===== config.mk =====
export PLATFORM = sky130hd
export DESIGN_NAME = sd_spi_responder
export DESIGN_NICKNAME = d
export VERILOG_FILES = /design/src/rtl/sd_spi_responder.sv
export SDC_FILE = /design/constraint.sdc
export NUM_CORES = 1
export LEC_CHECK = 0
export BUFFER_PORTS_ARGS = -buffer_cell sky130_fd_sc_hd__buf_2
export CAP_MARGIN = 10
export CORE_MARGIN = 10
export CORE_UTILIZATION = 45
export DETAILED_ROUTE_END_ITERATION = 10
export PLACE_DENSITY_LB_ADDON = 0.1
export SLEW_MARGIN = 5
export SYNTH_ARGS = -nofsm -noshare
export SYNTH_HDL_FRONTEND = slang
export SYNTH_SLANG_ARGS = --single-unit

===== constraint.sdc =====
create_clock -name clk -period 3.4 [get_ports clk]
set_input_delay 0.17 -clock clk [delete_from_list [all_inputs] [get_ports clk]]
set_output_delay 0.17 -clock clk [all_outputs]
set_load 0.02 [all_outputs]

===== src/rtl/sd_spi_responder.sv =====
// SPI-mode SD card responder: oversampled mode-0 slave that decodes host command
// frames, walks the CMD0/CMD8/ACMD41 init flow and serves CMD17 sector reads.
module sd_spi_responder #(
  parameter int          RESP_DELAY   = 1,
  parameter int          ACCESS_DELAY = 2,
  parameter int          INIT_POLLS   = 3,
  parameter logic [25:0] MAX_SECTOR   = 26'h3FFFFFF,
  parameter bit          CHECK_CRC    = 1'b1
) (
  input  logic        clk,
  input  logic        rst_n,
  input  logic        cs,
  input  logic        spi_clk,
  input  logic        mosi,
  output logic        miso,
  output logic [25:0] rd_sector,
  output logic        rd_start,
  output logic        rd_strobe,
  input  logic [7:0]  rd_data,
  output logic        cmd_valid,
  output logic [5:0]  cmd_index,
  output logic [31:0] cmd_arg,
  output logic        card_ready
);
  // state     | meaning
  // HUNT      | waiting for a byte starting with 2'b01
  // CMD_BYTES | collecting 4 argument bytes and the CRC byte
  // NCR       | sending 0xFF filler before the response
  // RESP      | sending R1/R3/R7 bytes
  // ACCESS    | sending 0xFF between the read R1 and the start token
  // TOKEN     | sending the 0xFE start token
  // DATA      | sending the 512 sector bytes
  // CRC       | sending the two dummy data-CRC bytes
  typedef enum logic [2:0] {HUNT, CMD_BYTES, NCR, RESP, ACCESS, TOKEN, DATA, CRC} state_t;

  localparam logic [7:0] POLLS = 8'(INIT_POLLS);

  state_t      state, state_nx;
  logic [1:0]  cs_sync, sclk_sync, mosi_sync;
  logic        sclk_q, cs_s, sclk_s, mosi_s, rise, fall, byte_done;
  logic [2:0]  bit_cnt;
  logic [6:0]  rx_shift;
  logic [7:0]  rx_byte, tx_shift, tx_nx;
  logic [7:0]  cnt, cnt_nx;
  logic [9:0]  byte_cnt, byte_cnt_nx;
  logic [5:0]  frame_idx;
  logic [31:0] arg_shift;
  logic [39:0] resp_buf, dec_resp;
  logic [2:0]  resp_last, dec_last;
  logic [7:0]  init_cnt, idle8;
  logic        app_flag, read_go, frame_end, resp_shift;
  logic        crc_ok, dec_read, dec_ready_set, dec_ready_clr, dec_init_inc;

  function automatic logic [6:0] crc7(input logic [39:0] d);
    logic [6:0] c;
    logic       fb;
    c = '0;
    for (int i = 39; i >= 0; i--) begin
      fb = d[i] ^ c[6];
      c  = {c[5:0], 1'b0} ^ (fb ? 7'h09 : 7'h00);
    end
    return c;
  endfunction

  assign cs_s      = cs_sync[1];
  assign sclk_s    = sclk_sync[1];
  assign mosi_s    = mosi_sync[1];
  assign rise      = sclk_s & ~sclk_q & ~cs_s;
  assign fall      = ~sclk_s & sclk_q & ~cs_s;
  assign byte_done = rise & (bit_cnt == 3'd7);
  assign rx_byte   = {rx_shift, mosi_s};
  assign idle8     = {7'd0, ~card_ready};
  assign crc_ok    = (rx_byte == {crc7({2'b01, frame_idx, arg_shift}), 1'b1});

  // Command decode, evaluated while the CRC byte completes.
  always_comb begin
    dec_resp      = {8'h04 | idle8, 32'hFFFF_FFFF};
    dec_last      = 3'd0;
    dec_read      = 1'b0;
    dec_ready_set = 1'b0;
    dec_ready_clr = 1'b0;
    dec_init_inc  = 1'b0;
    if (CHECK_CRC && (frame_idx == 6'd0 || frame_idx == 6'd8) && !crc_ok) begin
      dec_resp[39:32] = 8'h08 | idle8;
    end else if (frame_idx == 6'd0) begin
      dec_resp[39:32] = 8'h01;
      dec_ready_clr   = 1'b1;
    end else if (frame_idx == 6'd8) begin
      dec_resp = {8'h01 | idle8, 8'h00, 8'h00, 4'h0, arg_shift[11:8], arg_shift[7:0]};
      dec_last = 3'd4;
    end else if (frame_idx == 6'd55) begin
      dec_resp[39:32] = idle8;
    end else if (frame_idx == 6'd41 && app_flag) begin
      if (init_cnt < POLLS) begin
        dec_resp[39:32] = 8'h01;
        dec_init_inc    = 1'b1;
      end else begin
        dec_resp[39:32] = 8'h00;
        dec_ready_set   = 1'b1;
      end
    end else if (frame_idx == 6'd58) begin
      dec_resp = {idle8, (card_ready ? 8'h40 : 8'h00), 8'hFF, 8'h80, 8'h00};
      dec_last = 3'd4;
    end else if (frame_idx == 6'd17) begin
      if (!card_ready)                        dec_resp[39:32] = 8'h05;
      else if (arg_shift > {6'd0, MAX_SECTOR}) dec_resp[39:32] = 8'h40;
      else begin
        dec_resp[39:32] = 8'h00;
        dec_read        = 1'b1;
      end
    end
  end

  // Next state and next outgoing byte, applied only at a byte boundary.
  always_comb begin
    state_nx    = state;
    cnt_nx      = cnt;
    byte_cnt_nx = byte_cnt;
    tx_nx       = 8'hFF;
    frame_end   = 1'b0;
    resp_shift  = 1'b0;
    unique case (state)
      HUNT:      if (rx_byte[7:6] == 2'b01) begin state_nx = CMD_BYTES; cnt_nx = 8'd4; end
      CMD_BYTES: if (cnt == 8'd0) begin
                   frame_end = 1'b1;
                   state_nx  = NCR;
                   cnt_nx    = 8'(RESP_DELAY - 1);
                 end else cnt_nx = cnt - 8'd1;
      NCR:       if (cnt == 8'd0) begin
                   state_nx   = RESP;
                   cnt_nx     = {5'd0, resp_last};
                   tx_nx      = resp_buf[39:32];
                   resp_shift = 1'b1;
                 end else cnt_nx = cnt - 8'd1;
      RESP:      if (cnt != 8'd0) begin
                   cnt_nx     = cnt - 8'd1;
                   tx_nx      = resp_buf[39:32];
                   resp_shift = 1'b1;
                 end else if (!read_go) state_nx = HUNT;
                 else if (ACCESS_DELAY == 0) begin state_nx = TOKEN; tx_nx = 8'hFE; end
                 else begin state_nx = ACCESS; cnt_nx = 8'(ACCESS_DELAY - 1); end
      ACCESS:    if (cnt == 8'd0) begin state_nx = TOKEN; tx_nx = 8'hFE; end
                 else cnt_nx = cnt - 8'd1;
      TOKEN:     begin state_nx = DATA; byte_cnt_nx = 10'd0; tx_nx = rd_data; end
      DATA:      if (byte_cnt == 10'd511) begin state_nx = CRC; cnt_nx = 8'd1; end
                 else begin byte_cnt_nx = byte_cnt + 10'd1; tx_nx = rd_data; end
      CRC:       if (cnt == 8'd0) state_nx = HUNT;
                 else cnt_nx = cnt - 8'd1;
    endcase
  end

  always_ff @(posedge clk) begin
    if (!rst_n) begin
      cs_sync    <= 2'b11;
      sclk_sync  <= 2'b00;
      mosi_sync  <= 2'b00;
      sclk_q     <= 1'b0;
      state      <= HUNT;
      bit_cnt    <= 3'd0;
      rx_shift   <= 7'd0;
      tx_shift   <= 8'hFF;
      miso       <= 1'b1;
      cnt        <= 8'd0;
      byte_cnt   <= 10'd0;
      frame_idx  <= 6'd0;
      arg_shift  <= 32'd0;
      resp_buf   <= 40'd0;
      resp_last  <= 3'd0;
      read_go    <= 1'b0;
      init_cnt   <= 8'd0;
      app_flag   <= 1'b0;
      card_ready <= 1'b0;
      cmd_valid  <= 1'b0;
      cmd_index  <= 6'd0;
      cmd_arg    <= 32'd0;
      rd_sector  <= 26'd0;
      rd_start   <= 1'b0;
      rd_strobe  <= 1'b0;
    end else begin
      cs_sync   <= {cs_sync[0], cs};
      sclk_sync <= {sclk_sync[0], spi_clk};
      mosi_sync <= {mosi_sync[0], mosi};
      sclk_q    <= sclk_s;
      cmd_valid <= 1'b0;
      rd_start  <= 1'b0;
      // 4th rising edge of the byte before each data byte requests that byte
      rd_strobe <= rise && (bit_cnt == 3'd3) &&
                   (state == TOKEN || (state == DATA && byte_cnt != 10'd511));
      if (cs_s) begin
        bit_cnt  <= 3'd0;
        miso     <= 1'b1;
        tx_shift <= 8'hFF;
        state    <= HUNT;
      end else begin
        if (rise) begin
          rx_shift <= rx_byte[6:0];
          bit_cnt  <= bit_cnt + 3'd1;
        end
        if (fall) begin
          miso     <= tx_shift[7];
          tx_shift <= {tx_shift[6:0], 1'b1};
        end
        if (byte_done) begin
          state    <= state_nx;
          cnt      <= cnt_nx;
          byte_cnt <= byte_cnt_nx;
          tx_shift <= tx_nx;
          if (state == HUNT) frame_idx <= rx_byte[5:0];
          if (state == CMD_BYTES && cnt != 8'd0) arg_shift <= {arg_shift[23:0], rx_byte};
          if (resp_shift) resp_buf <= {resp_buf[31:0], 8'hFF};
          if (frame_end) begin
            cmd_valid <= 1'b1;
            cmd_index <= frame_idx;
            cmd_arg   <= arg_shift;
            resp_buf  <= dec_resp;
            resp_last <= dec_last;
            read_go   <= dec_read;
            app_flag  <= (frame_idx == 6'd55);
            if (dec_ready_clr) begin
              card_ready <= 1'b0;
              init_cnt   <= 8'd0;
            end
            if (dec_ready_set) card_ready <= 1'b1;
            if (dec_init_inc)  init_cnt   <= init_cnt + 8'd1;
            if (dec_read) begin
              rd_start  <= 1'b1;
              rd_sector <= arg_shift[25:0];
            end
          end
        end
      end
    end
  end
endmodule


Word level (Yosys, flattened, before mapping)
Index checks and enable logic that the tools add are counted.
Storage, ports and cells
  register bits: 206
  word-level logic and storage cells: 301
Operators by class
  add/subtract/negate cells: 4
  magnitude comparators: 2
  eq/ne operators: 28
  muxes and demuxes: 121
  bitwise logic cells: 87
  reductions and logical operators: 34
Operators by type and width (count)
  7-bit by 4-bit XOR with 7-bit output: 36
  8-bit 2-to-1 mux: 21
  32-bit 2-to-1 mux: 5
  4-bit 2-to-1 mux: 38
  40-bit 2-to-1 mux: 3
  8-bit one-hot mux with 6 select lines: 1
  3-bit 2-to-1 mux: 14
  8-bit one-hot mux with 5 select lines: 1
  1-bit XOR: 35
  32-bit by 26-bit > comparator with 1-bit output (second input constant): 1
  1-bit 2-to-1 mux: 32
  3-bit one-hot mux with 8 select lines: 1
  10-bit one-hot mux with 2 select lines: 1
  6-bit equality test (second input constant): 3
  2-bit inequality test (second input constant): 9
  4-bit AND reduction: 4
  3-bit equality test (second input constant): 5
  7-bit 2-to-1 mux: 2
  3-bit AND reduction: 4
  10-bit by 1-bit adder with 10-bit output (second input constant): 1
  10-bit by 9-bit equality test with 1-bit output (second input constant): 1
  10-bit 2-to-1 mux: 1
  10-bit by 9-bit inequality test with 1-bit output (second input constant): 1
  2-bit nonzero test: 5
  31 further kinds: 51

Logic depth before layout (Yosys ltp)
  word-level depth: 115
  depth in mapped cells: 13
  mapped depth without buffers: 11

Worst setup path after synthesis
No wires, ideal clock.
  path kind: register -> register
  from: register frame_idx[1]
  to: register resp_buf[11]
  library setup time: 0.073 ns
  arrival: 3.038 ns
  data required time: 3.327 ns
  setup slack: 0.289 ns
  stages on the path, launching flop included: 12
  buffers on the path: 2
  period minus slack after synthesis: 3.111 ns
  cell sequence: dfxtp_1 > buf_6 > xor3_2 > xnor3_1 > xnor3_1 > xnor3_1 > xnor2_1 > mux2i_1 > nor3_4 > o211a_4 > buf_6 > o211ai_2
Between the ends
  word-level cells in the longest chain between the ends: 57
  elaborated cells between the ends (all ways): 101
RTL lines
  start: declaration: RTL line 46  | logic [5:0] frame_idx;
  start signal: assignment: RTL line 208  | if (state == HUNT) frame_idx <= rx_byte[5:0];
  1-bit XOR: RTL line 59  | fb = d[i] ^ c[6];
  4-bit 2-to-1 mux: RTL line 60  | c = {c[5:0], 1'b0} ^ (fb ? 7'h09 : 7'h00);
  7-bit by 4-bit XOR with 7-bit output (4 in a row): RTL line 60
  1-bit XOR: RTL line 59
  4-bit 2-to-1 mux: RTL line 60
  7-bit by 4-bit XOR with 7-bit output (4 in a row): RTL line 60
  1-bit XOR: RTL line 59
  4-bit 2-to-1 mux: RTL line 60
  [34 not listed]
  1-bit XOR: RTL line 59
  4-bit 2-to-1 mux: RTL line 60
  7-bit by 4-bit XOR with 7-bit output (2 in a row): RTL line 60
  8-bit equality test: RTL line 73  | assign crc_ok = (rx_byte == {crc7({2'b01, frame_idx, arg_shift}), 1'b1});
  1-bit logical NOT: RTL line 83  | if (CHECK_CRC && (frame_idx == 6'd0 || frame_idx == 6'd8) && !crc_ok) begin
  1-bit logical AND: RTL line 83
  32-bit 2-to-1 mux *: RTL line 83
  40-bit 2-to-1 mux *: RTL line 211  | if (frame_end) begin
  end signal: assignment: RTL line 210  | if (resp_shift) resp_buf <= {resp_buf[31:0], 8'hFF};
  end signal: assignment: RTL line 215  | resp_buf <= dec_resp;
  end: declaration: RTL line 48  | logic [39:0] resp_buf, dec_resp;
Mark *: on every way between the ends. The rest lies on a longest branch, timed or not.
A chain may end at the register's enable or synchronous reset.

Worst setup path after layout
  from: register frame_idx[4]
  to: register resp_buf[8]
Between the ends
  word-level cells in the longest chain between the ends: 62
  elaborated cells between the ends (all ways): 110
RTL lines (RTL line)
  1-bit XOR: 59
  4-bit 2-to-1 mux: 60
  6-bit by 4-bit XOR with 6-bit output: 60
  7-bit by 4-bit XOR with 7-bit output (3 in a row): 60
  1-bit XOR: 59
  4-bit 2-to-1 mux: 60
  7-bit by 4-bit XOR with 7-bit output (4 in a row): 60
  1-bit XOR: 59
  [41 not listed]
  1-bit XOR: 59
  4-bit 2-to-1 mux: 60
  7-bit by 4-bit XOR with 7-bit output: 60
  8-bit equality test: 73
  1-bit logical NOT: 83
  1-bit logical AND: 83
  32-bit 2-to-1 mux *: 83
  40-bit 2-to-1 mux *: 211
Marks and branches as above.

==> results.sh <==
export IMPL_status="finished, final reports clean"
export IMPL_synth_flop_cell="dfxtp_1"
export IMPL_vias=7522
export IMPL_clock_tree_buffer_depth=3
export IMPL_mostFrequentLayoutCell="dfxtp_1"
export IMPL_rrSetupSlack_ns=0.13
export IMPL_die_area_um2=26600
export IMPL_nFillCells=1939
export IMPL_avgRoutedWirePerCell_um=16.7
export IMPL_critPathBufInv=1
export IMPL_io_pins=82
export IMPL_core_area_um2=20200
export IMPL_grt_max_degree=57
export IMPL_grt_total_usage=0.174
export IMPL_grt_pass1_vias=7217
export IMPL_layout_common_cells="dfxtp_1, nand2_1, a21oi_1"
export IMPL_drtIter0Drc=404
export IMPL_num_nets_final=1173
export IMPL_yosys_area_top_type="dfxtp_1"
export IMPL_tns_ns=0
export IMPL_yosys_register_bits=204
export IMPL_cts_tree="done"
export IMPL_hold_ws_ns=0.139
export IMPL_end_kind="register"
export IMPL_worstHoldPathCells=3
export IMPL_cp_start_kind="register"
export IMPL_setup_viol=0
export IMPL_start_util=0.456
export IMPL_routed_wl_um=24000
export IMPL_criticalPathCategory="reg2reg"
export IMPL_r2r_end="resp_buf[8]"
export IMPL_netlist_area_um2=9230
export IMPL_slew_viol_final=0
export IMPL_critical_path_most_common_cell="xnor3_1"
export IMPL_area_growth_pct=19.0
export IMPL_synth_top_area_share=0.443
export IMPL_die_h_um=163
export IMPL_crit_arrival_ns=3.69
export IMPL_path_cells="xnor3_1, xnor2_2, xor3_1, xnor3_1, xnor2_1, mux2i_2, nor3_4, buf_12, o211a_4, o211ai_1"
export IMPL_synth_area_per_cell_um2=8.65
export IMPL_synth_enable_flop_cells=0
export IMPL_diodes=0
export IMPL_finalWeightedCongestion=0.814
export IMPL_crit_family="XOR/XNOR gates"
export IMPL_synthesis_nets=1085
export IMPL_fin_skew_ns=0.0118
export IMPL_num_rows=52
export IMPL_drt_pass1_iter_count=5
export IMPL_place_ws_ns=0.00376
export IMPL_r2r_start="frame_idx[4]"
export IMPL_worst_slack_ns=0.132
export IMPL_htreeDepth=1
export IMPL_crit_start="frame_idx[4]"
export IMPL_ys_seq_area_frac=0.443
export IMPL_clock_fmax_mhz=306
export IMPL_synth_cells=1066
export IMPL_hold_end="resp_buf[7]"
export IMPL_synth_area_leaders="dfxtp_1, nand2_1, a21oi_1"
export IMPL_clock_latency_ns=0.50
export IMPL_io_buffers=81
export IMPL_period_share=0.961
export IMPL_antenna_found_initial=0
export IMPL_ir_drop_uv=337
export IMPL_synthArstFlopShare=0
export IMPL_power_per_cell_area_nw_per_um2=453
export IMPL_leakage_nw=4.28
export IMPL_grt_pass1_wl_um=38400
export IMPL_rr_worst_depth=10
export IMPL_rsz0062_at_grt="true"
export IMPL_ctsRootBufferMaster="clkbuf_16"
export IMPL_period_minus_slack_ns=3.27
export IMPL_hold_viol=0
export IMPL_numCtsBuffers=23
export IMPL_critPathMaxStageDelay_ns=0.47
export IMPL_yosysWarnings=0
export IMPL_drive_gt1_frac=0.179
export IMPL_required_ns=3.82
export IMPL_ant_nets=0
export IMPL_min_delay_path_class="in2reg"
export IMPL_max_cap_violations=0
export IMPL_critPathMaxFanout=12
export IMPL_dp_hpwl_um=16100
export IMPL_clock_sinks=204
export IMPL_min_from="rst_n"
export IMPL_yosysUniqueCellTypes=64
export IMPL_gr_total_overflow=0
export IMPL_slew_headroom=0.270
export IMPL_vias_per_cell=5.23
export IMPL_slowest_stage="xnor3_1"
export IMPL_die_x_um=163
export IMPL_clk_pin_slew_ns=0.07
export IMPL_drc=0
export IMPL_max_slew_worst_pin_slew_ns=1.09
[worst reg2reg max path, stage by stage, from the launching register on]
cell and delay [ns]:
dfxtp_1 0.40, xnor3_1 0.47, xnor2_2 0.21, xor3_1 0.40
xnor3_1 0.36, xnor2_1 0.25, mux2i_2 0.37, nor3_4 0.07
buf_12 0.15, o211a_4 0.32, o211ai_1 0.19
[where the power goes]
part           internal, mW  switching [mW]
Clock                  1.53           0.968
Combinational        0.0252          0.0495
Sequential             2.40         0.00418
[what timing repair did]
item | in CTS | in global routing
pin swaps | 1 | 4
setup buffers | 0 | 1
setup endpoints to repair | 3 | 39
cloned | 0 | 2
resized for setup | 0 | 12
endpoints found under the hold margin | 9 | 0
hold buffers | 9 | 0
[registers in the layout, summed over array words and instances (netlist names), 3 cells and up]
register   flops
arg_shift     32
tx_shift       8
cmd_index      6
rx_shift       7
init_cnt       8
bit_cnt        3
cmd_arg       32
cnt            8
resp_buf      40
state          3
frame_idx      6
byte_cnt      10
rd_sector     26
[per-layer routing]
| metal | up-vias | global-route usage | wire length [µm] |
|---|---|---|---|
| met5 | - | 0 | 0 |
| met4 | 0 | 0.0352 | 348 |
| met3 | 29 | 0.0284 | 1070 |
| met2 | 136 | 0.285 | 11000 |
| met1 | 3524 | 0.237 | 11500 |
| li1 | 3833 | - | - |
[layout make-up]
cell class,count,area [µm²],area share
well taps,270,338,0.0308
clock inverters,6,80.1,0.00730
flip-flops and latches,204,4080,0.372
clock buffers,32,679,0.0619
multi-input cells,778,4890,0.446
inverters,9,36.3,0.00331
repair buffers,138,868,0.0791
[cells by family after synthesis]
kind of cell | after synthesis | share of synthesized area
adders and majority gates | 6 | 0.00814
xor gates and xnor gates | 70 | 0.111
AOI/OAI and AO/OA | 243 | 0.153
DFF | 204 | 0.443
buffers and inverters | 86 | 0.0392
muxes | 41 | 0.0445
and+or+nand+nor | 416 | 0.202
[how the worst max path moves through the flow]
stage                   endpoint  slack, ns  depth (start not counted)
CTS                  resp_buf[8]       0.01                          9
floorplan           resp_buf[11]       0.29                         11
detailed placement   resp_buf[8]      0.004                          9
finish               resp_buf[8]       0.13                         10
global route         resp_buf[9]      -0.02                         10
global placement     resp_buf[9]       0.05                          9
[stage by stage]
stage | cells | utilization | power (mW) | instance area (µm²)
after global placement | 1387 | 0.495 | 2.52 | 10000
after global routing | 1437 | 0.542 | 5.13 | 11000
final | 1437 | 0.542 | 4.97 | 11000
after CTS | 1434 | 0.537 | 5.02 | 10900
after detailed placement | 1387 | 0.495 | 2.52 | 10000
after floorplan | 1066 | - | 2.49 | 9230
[synth_stat cells, types with 5 or more instances]
master,instances
ha_1,6
nand2b_1,13
inv_1,8
nand2_1,198
a221oi_1,6
nor2_1,91
nand3_1,23
dfxtp_1,204
nor3_1,22
o21ai_0,50
xnor2_1,24
clkbuf_1,61
xor2_1,14
o211ai_1,5
a21oi_2,8
buf_2,7
o21ai_1,10
nor2b_1,10
nand4_1,6
and2_1,16
a21oi_1,130
xnor3_1,20
mux2i_1,41
nor3b_1,13
nor4_1,8
xnor2_2,5
Note: power is estimated with default switching activity, not from simulation.
